`src/rtl/adder_pipe.sv`:
```
// Pipelined ADD/SUB/ADC/SBC with NZCV flags; STAGES-cycle latency, 1 op/cycle, global stall when the output is held.
// Optional ADDER_PIPE_FLUSH_EN adds a flush input that drops every in-flight operation.
module adder_pipe #(
  parameter int WIDTH  = 64,
  parameter int STAGES = 4
) (
  input  logic             clk,
  input  logic             reset,
`ifdef ADDER_PIPE_FLUSH_EN
  input  logic             flush,
`endif
  input  logic             in_valid,
  output logic             in_ready,
  input  logic [WIDTH-1:0] a,
  input  logic [WIDTH-1:0] b,
  input  logic [1:0]       op,
  input  logic             cin,
  output logic             out_valid,
  input  logic             out_ready,
  output logic [WIDTH-1:0] result,
  output logic             negative,
  output logic             zero,
  output logic             overflow,
  output logic             carry_out
);

  localparam int SW = WIDTH / STAGES;

  if (STAGES < 1 || (WIDTH % STAGES) != 0) begin : g_bad_cfg
    $error("adder_pipe: WIDTH must be a multiple of STAGES and STAGES >= 1");
  end

  logic             w_adv;
  logic             w_step;
  logic             w_seed;
  logic [WIDTH-1:0] w_b_eff;

  logic             r_vld [STAGES];
  logic [WIDTH-1:0] r_a   [STAGES];
  logic [WIDTH-1:0] r_b   [STAGES];
  logic [WIDTH-1:0] r_s   [STAGES];
  logic             r_c   [STAGES];
  logic             r_ovf;

  logic             w_src_vld [STAGES];
  logic [WIDTH-1:0] w_src_a   [STAGES];
  logic [WIDTH-1:0] w_src_b   [STAGES];
  logic [WIDTH-1:0] w_src_s   [STAGES];
  logic             w_src_c   [STAGES];
  logic [SW:0]      w_add     [STAGES];
  logic [WIDTH-1:0] w_nxt_s   [STAGES];
  logic             w_ovf_nxt;

  assign w_adv    = out_ready | ~out_valid;
  assign in_ready = w_adv;

`ifdef ADDER_PIPE_FLUSH_EN
  assign w_step = w_adv & ~flush;
`else
  assign w_step = w_adv;
`endif

  // SUB/SBC add the inverted operand; the +1 of two's complement comes in as the carry seed.
  assign w_b_eff = op[0] ? ~b : b;
  assign w_seed  = op[1] ? cin : op[0];

  for (genvar k = 0; k < STAGES; k++) begin : g_stage
    logic [WIDTH-1:0] w_merged;

    if (k == 0) begin : g_head
      assign w_src_vld[k] = in_valid;
      assign w_src_a[k]   = a;
      assign w_src_b[k]   = w_b_eff;
      assign w_src_s[k]   = '0;
      assign w_src_c[k]   = w_seed;
    end else begin : g_body
      assign w_src_vld[k] = r_vld[k-1];
      assign w_src_a[k]   = r_a[k-1];
      assign w_src_b[k]   = r_b[k-1];
      assign w_src_s[k]   = r_s[k-1];
      assign w_src_c[k]   = r_c[k-1];
    end

    assign w_add[k] = {1'b0, w_src_a[k][k*SW +: SW]}
                    + {1'b0, w_src_b[k][k*SW +: SW]}
                    + {{SW{1'b0}}, w_src_c[k]};

    always_comb begin
      w_merged = w_src_s[k];
      w_merged[k*SW +: SW] = w_add[k][SW-1:0];
    end
    assign w_nxt_s[k] = w_merged;

    if (k == STAGES - 1) begin : g_tail
      // a^b^sum at the MSB recovers the carry into it; V is that XOR the carry out.
      assign w_ovf_nxt = w_src_a[k][WIDTH-1] ^ w_src_b[k][WIDTH-1]
                       ^ w_add[k][SW-1] ^ w_add[k][SW];
    end
  end

  always_ff @(posedge clk or posedge reset) begin
    if (reset) begin
      for (int k = 0; k < STAGES; k++) begin
        r_vld[k] <= 1'b0;
        r_a[k]   <= '0;
        r_b[k]   <= '0;
        r_s[k]   <= '0;
        r_c[k]   <= 1'b0;
      end
      r_ovf <= 1'b0;
    end else begin
      if (w_step) begin
        for (int k = 0; k < STAGES; k++) begin
          r_vld[k] <= w_src_vld[k];
          r_a[k]   <= w_src_a[k];
          r_b[k]   <= w_src_b[k];
          r_s[k]   <= w_nxt_s[k];
          r_c[k]   <= w_add[k][SW];
        end
        r_ovf <= w_ovf_nxt;
      end
`ifdef ADDER_PIPE_FLUSH_EN
      if (flush) begin
        for (int k = 0; k < STAGES; k++) begin
          r_vld[k] <= 1'b0;
        end
      end
`endif
    end
  end

  assign out_valid = r_vld[STAGES-1];
  assign result    = r_s[STAGES-1];
  assign carry_out = r_c[STAGES-1];
  assign overflow  = r_ovf;
  assign negative  = result[WIDTH-1];
  assign zero      = ~|result;

endmodule

```
`config.mk`:
```
export PLATFORM = sky130hd
export DESIGN_NAME = adder_pipe
export DESIGN_NICKNAME = d
export VERILOG_FILES = /design/src/rtl/adder_pipe.sv
export SDC_FILE = /design/constraint.sdc
export NUM_CORES = 1
export LEC_CHECK = 0
export ABC_AREA = 1
export BUFFER_PORTS_ARGS = -buffer_cell sky130_fd_sc_hd__buf_2
export CAP_MARGIN = 40
export CORE_ASPECT_RATIO = 1.4
export CORE_MARGIN = 2
export CORE_UTILIZATION = 39
export CTS_CLUSTER_SIZE = 8
export DETAILED_ROUTE_END_ITERATION = 10
export GPL_ROUTABILITY_DRIVEN = 0
export PLACE_DENSITY = 0.67
export SYNTH_ARGS = -nofsm -noshare
export SYNTH_HDL_FRONTEND = slang
export SYNTH_SLANG_ARGS = --single-unit
```
`constraint.sdc`:
```
create_clock -name clk -period 13.1 [get_ports clk]
set_input_delay 0.655 -clock clk [delete_from_list [all_inputs] [get_ports clk]]
set_output_delay 0.655 -clock clk [all_outputs]
set_load 0.02 [all_outputs]
```
==> summary.txt, run 1 <==
Power
  – Power Density: 250.6 nW/um2
  – Worst vdd ir: 0.1164 mV
  – Leak: 0.01061 uW

Critical path
  – CP max stage delay: 0.48 ns
  – CP Data Arrival Time: roughly 2.4 ns
  – CP cell instances: inv_1 -> nor2_4 -> buf_4 -> buf_16 -> inv_8 -> buf_2
  – CP delay by family, top: buffers and inverters
  – Worst r2r src: out_valid
  – Data required, critical path: between 10 and 15 ns
  – CP max FO: 133
  – Critical Path Slowest Stage Cell: inv_8
  – Crit Path Class: reg2out
  – CP startpoint: out_valid
  – Startpoint Class: flop
  – Setup crit end kind: output port
  – CP bufs+invs: 5

Placement
  – Hpwl dp: about 28 mm
  – I/O Buffers: 204
  – Placed insts: around 2.8k

Synth
  – Synth cell types: 38
  – Leading area contributor after synthesis: dfrtp_1
  – Syn Area/Cell: 8.227 um2
  – Ys Warns: 0
  – Top cells by area, synth: dfrtp_1 51%, nand2_1 18%, o21ai_0 6.6%
  – Cell count after synthesis: 2,144
  – Share of the synthesized area in the top cell type: 51.22%
  – Seq/Total Area, Yosys: between 50% and 60%
  – Mapped Area: 17,640 um2
  – Syn Nets: 2,347
  – FF+latch count, synth: 361

Layout
  – Nets: 2,529
  – Layout Area Growth over Synthesis: 15.96%
  – Share of post-route cells with drive strength above 1: 12.78%
  – Diodes inserted: 0
  – Final Instance Count excl. Fillers: 2,895
  – Finished Core Util: 45.56%

CTS
  – CTS hold repair buffers: 0
  – Clock buffer count from CTS: 51
  – Skew-Pair Late Insertion Delay: 0.56 ns
  – Sink Count: 361
  – CTS Buffer Depth: 3
  – Setup Buffers After CTS: 0
  – Post-CTS Resized: 0
  – Clock Tree Root: clkbuf_16
  – Reg clk slew, reported paths: 0.05 ns
  – H-tree depth: 2
  – CTS tree: done

Worst hold path
  – Hold WC Path Type: in2async

Global route
  – Largest net degree at the start of global routing: 206
  – Antenna violations before repair: 1
  – Total gr overflow: 0
  – First-pass GRT wire length: 68.09 mm
  – Vias in the first global route: 14.07k
  – GRT Total Usage: 17.56%

Floorplanning
  – Die ar.: 46,970 um2
  – Die H: ~260 um
  – Die width: 183.7 um
  – Core footprint: about 45,000 um2
  – Starting Density: between 30% and 40%
  – Site Rows: 92
  – Ports: between 200 and 250

Timing
  – Worst Tran Pin Value: between 0.9 and 1 ns
  – Final min period: about 3 ns
  – Final Hold Fails: 0
  – Setup-failing EPs final: 0
  – Setup tns final: 0 ns
  – Max Slew Vio Count: 0
  – FMAX: 330.7 MHz
  – Fin Clk Skew: 0.01984 ns
  – Worst slew margin: between 30% and 40%
  – Unrepaired setup endpoints after global routing: no
  – Fin crit share: between 20% and 30%

Route
  – Pre-antenna DRT Iters: 5
  – Metal2 WL: 19.90 mm
  – Top sig layer: met5
  – Via-per-instance ratio: 4.838
  – Post-route DRC: 0
  – WL per Instance: 14.00 um
  – Metal3 WL: 1.854 mm
  – DRT antenna net count: 0
  – DRT Wirelength: 40.52 mm
  – Initial DRC count: 778
  – WL met1: 17.43 mm
  – Vias: 14.01k

Run
  – Max-cap violations: 0

Outcome
  – Status: completed
## cell type report
type,count,area [um2]
fill,4406,24440
timing repair buffer,216,1204
multi-input combinational,1491,7373
sequential,361,9034
clock buffer,55,1323
inverter,205,784.5
tap,564,705.7
clock inverter,3,30.03
## registers in the layout (all words and copies together), names as in the netlist
register	cells
carry_out	1
g_stage.w_merged	96
out_valid	1
overflow	1
r_a	96
r_b	96
r_c	3
r_vld	3
result	64
## power breakdown
part / switching (uW) / internal, uW
clock: 454 / 700
combinational: 1330 / 729
sequential: 293 / 1620
total: 2080 / 3050
## kinds of logic after synthesis
kind of cell,share of synthesized area [%]
compound gates,9.115
xor+xnor,3.923
fa+ha+maj,5.164
buf+inv,6.980
flops,51.22
mux,0.06384
simple gates,23.54
## cell usage after synthesis (all sizes together)
master    n
fa        8
and2      6
inv     205
o21ai   241
nand4    16
or2       3
buf      71
nor3     12
o22ai     5
a211o     1
mux2      1
o31ai     2
a21oi    55
nand3b   11
o21bai    4
o21a      3
xor2     18
dfrtp   361
nor4      8
nand3    72
a21o      1
clkbuf   16
xnor2    61
nand2   844
nor2     59
ha       60
## per-layer routing
metal / GRT usage (%) / vias to the layer above
li1: - / 7097
met1: 21.83 / 6528
met2: 30.41 / 290
met3: 3.017 / 89
met4: 6.578 / 2
met5: 0 / -
## through the flow
step	setup slack (ns)	total power [uW]	instance area (um2)	hold slack, ns
after floorplan	2.426	3412	17640	0.4400
after global placement	9.933	3922	19010	0.4510
after detailed placement	10.04	3998	19100	0.4513
after CTS	10.01	5185	20450	0.2765
after global routing	9.883	5574	20450	0.2943
final	10.08	5125	20450	0.2450
## placed cells by master, fill, tap and decap left out, types with 9 or more instances in the layout
master     Yosys  routed
nand2_1      835     835
dfrtp_1      361     361
o21ai_0      233     233
buf_2         54     203
inv_1        200     199
nand3_1       72      72
xnor2_1       61      61
ha_1          60      60
nor2_1        58      58
a21oi_1       52      52
clkbuf_16      0      52
xor2_1        18      18
nand4_1       16      16
nand3b_1      11      11
nand2_2        9       9
## final timing paths
| kind | to | slack (ns) | depth (start not counted) |
|---|---|---|---|
| setup / recovery | in_ready | 10.08 | 6 |
| max in group asynchronous | r_a[227] | 11.41 | 3 |
| hold / removal | g_stage[1].w_merged[15] | 0.25 | 2 |
| hold reg to reg | result[5] | 0.46 | 2 |
| min in group clk | r_a[242] | 0.31 | 3 |
| setup reg to reg | g_stage[2].w_merged[14] | 10.45 | 9 |
No activity file was read; power rests on OpenSTA's default activity.
==> run 2, diff against run 1 <==
- clock period: 13.1 -> 3.1 ns (I/O delays scaled with it)
==> run 2 against run 1 <==
Clock skew rose by 0.0052 ns. Final cell count rose by 3.8%. Largest power group unchanged. First-iteration DRC count rose by 11%. Flip-flop and latch count did not move. Non-clock buffer count rose by 112. Worst setup slack got worse by 9.4 ns. Routed wire length rose by 4.5%.
==> summary.txt, run 2 (synthesis gave the netlist of run 1 again) <==
Route
  – Pre-antenna DRT Iters: 5
  – DRT Wirelength: between 40 and 50 mm
  – Initial DRC count: 862
  – Vias: 14.53k
  – DRT antenna net count: 0
  – Via-per-instance ratio: 4.836
  – WL per Instance: 14.09 um
  – Post-route DRC: 0

Layout
  – Layout Area Growth over Synthesis: 22.20%
  – Most frequent cells in the layout: 835 x nand2_1, 361 x dfrtp_1, 233 x o21ai_0
  – Nets: 2,641
  – Final Instance Count excl. Fillers: ~3k
  – Number of fill cells: 4,298
  – Final Cell Area: 21,550 um2
  – Diodes inserted: 0
  – Commonest non-fill, non-tap cell in the layout: nand2_1
  – Share of post-route cells with drive strength above 1: between 10% and 20%
  – Finished Core Util: 48.01%

CTS
  – Post-CTS Resized: 0
  – Clock Tree Root: clkbuf_16
  – Reg clk slew, reported paths: 0.05 ns
  – CTS Buffer Depth: 3
  – CTS tree: done
  – H-tree depth: 2
  – Setup Buffers After CTS: 0
  – Clock buffer count from CTS: 51
  – Sink Count: 361
  – Skew-Pair Late Insertion Delay: 0.56 ns

Critical path
  – RR Endpoint: overflow
  – Crit Path Class: reg2out
  – R2R depth: 10
  – Critical Path Slowest Stage Cell: nor4_1
  – CP delay by family, top: simple AND/OR/NAND/NOR gates
  – Startpoint Class: flop
  – CP Data Arrival Time: between 2 and 2.5 ns
  – Data required, critical path: 2.94 ns
  – CP max stage delay: around 0.53 ns
  – CP max FO: 3
  – CP bufs+invs: 1
  – CP cell instances: nor4_1 -> and2_0 -> nand4_1 -> nor2_1 -> buf_2
  – Setup crit end kind: output port
  – Flop-to-flop setup slack: around 0.9 ns
  – Worst r2r src: r_a[112]

Global route
  – First-pass GRT wire length: 71.28 mm
  – Total gr overflow: 0
  – Largest net degree at the start of global routing: 172
  – GRT Total Usage: 18.40%
  – Vias in the first global route: 14.71k
  – Antenna violations before repair: 1

Worst hold path
  – Hold Path Depth: 5
  – Hold WC Path Type: in2reg
  – Worst hold endpoint: g_stage[1].w_merged[14]
  – Worst hold start: a[14]

Run
  – Max-cap violations: 0

Floorplanning
  – Ports: just over 200
  – Die H: 255.6 um
  – Die ar.: 46,970 um2
  – Site Rows: 92
  – Core footprint: around 45,000 um2
  – Die width: 183.7 um
  – Starting Density: approximately two fifths

Timing
  – Worst Tran Pin Value: between 0.8 and 0.9 ns
  – Max Slew Vio Count: 0
  – Fin Clk Skew: about 0.025 ns
  – Unrepaired setup endpoints after global routing: no
  – Worst slew margin: 44.46%
  – Final min period: about 2.4 ns
  – FMAX: between 400 and 500 MHz
  – Setup tns final: 0 ns
  – Fin crit share: ~77%
  – Final Hold Fails: 0
  – Setup-failing EPs final: 0

Placement
  – Placed inst area: 19,190 um2
  – I/O Buffers: 204
  – Placed insts: roughly 2.8k
  – Hpwl dp: 29.10 mm

Power
  – Worst vdd ir: approximately 0.48 mV
  – Leak: around 0.011 uW
  – Power Density: 1010 nW/um2

Outcome
  – Status: completed
[run 2: cell type report]
class | instances | area, um2 | share of cell area (%)
clock inverters | 3 | 33.78 | 0.1567
flip-flops and latches | 361 | 9034 | 41.91
well taps | 564 | 705.7 | 3.274
repair buffers | 328 | 2322 | 10.77
inverters | 205 | 780.7 | 3.622
clock buffers | 53 | 1305 | 6.054
multi-input cells | 1491 | 7373 | 34.21
[run 2: metrics by stage]
step	total power (uW)	setup WS (ns)	hold slack [ns]
CTS	22020	0.6268	0.09180
global placement	16650	0.8250	0.3323
global route	23720	0.5697	0.1401
finish	21770	0.6988	0.1129
floorplan	14420	-1.895	0.2646
detailed placement	16930	0.7863	0.3421
[run 2: power by group]
group / internal (uW) / total [uW] / switching (uW)
Sequential: 6830 / 8070 / 1240
Clock: 2930 / 4820 / 1890
Combinational: 3190 / 8890 / 5700
[run 2: what timing repair did]
item                                   in CTS  in global routing
hold buffers                              102                  0
setup endpoints to repair                   0                  0
endpoints found under the hold margin     126                  0
[run 2: worst max-delay path by stage]
| stage | startpoint | to | slack (ns) | cells past startpoint |
|---|---|---|---|---|
| CTS | result[40] | zero | 0.63 | 5 |
| global placement | op[0] | g_stage[1].w_merged[12] | 0.82 | 13 |
| floorplan | reset | carry_out | -1.90 | 1 |
| finish | result[40] | zero | 0.70 | 5 |
| detailed placement | op[0] | g_stage[1].w_merged[12] | 0.79 | 13 |
| global route | result[60] | zero | 0.57 | 6 |
[run 2: worst register-to-register path: cells and delay by family (launching register included)]
kind | cells | cell delay (ns)
AO/OA/AOI/OAI | 1 | 0.18
adder cells (fa/ha/maj) | 2 | 0.88
flip-flops | 1 | 0.40
AND/OR/NAND/NOR | 7 | 0.61
[run 2: metal layers]
layer / global-route usage [%] / share of wire (%)
met1: 22.50 / 43
met2: 32.60 / 50
met3: 2.945 / 4.0
met4: 6.489 / 3.0
met5: 0 / 0.031
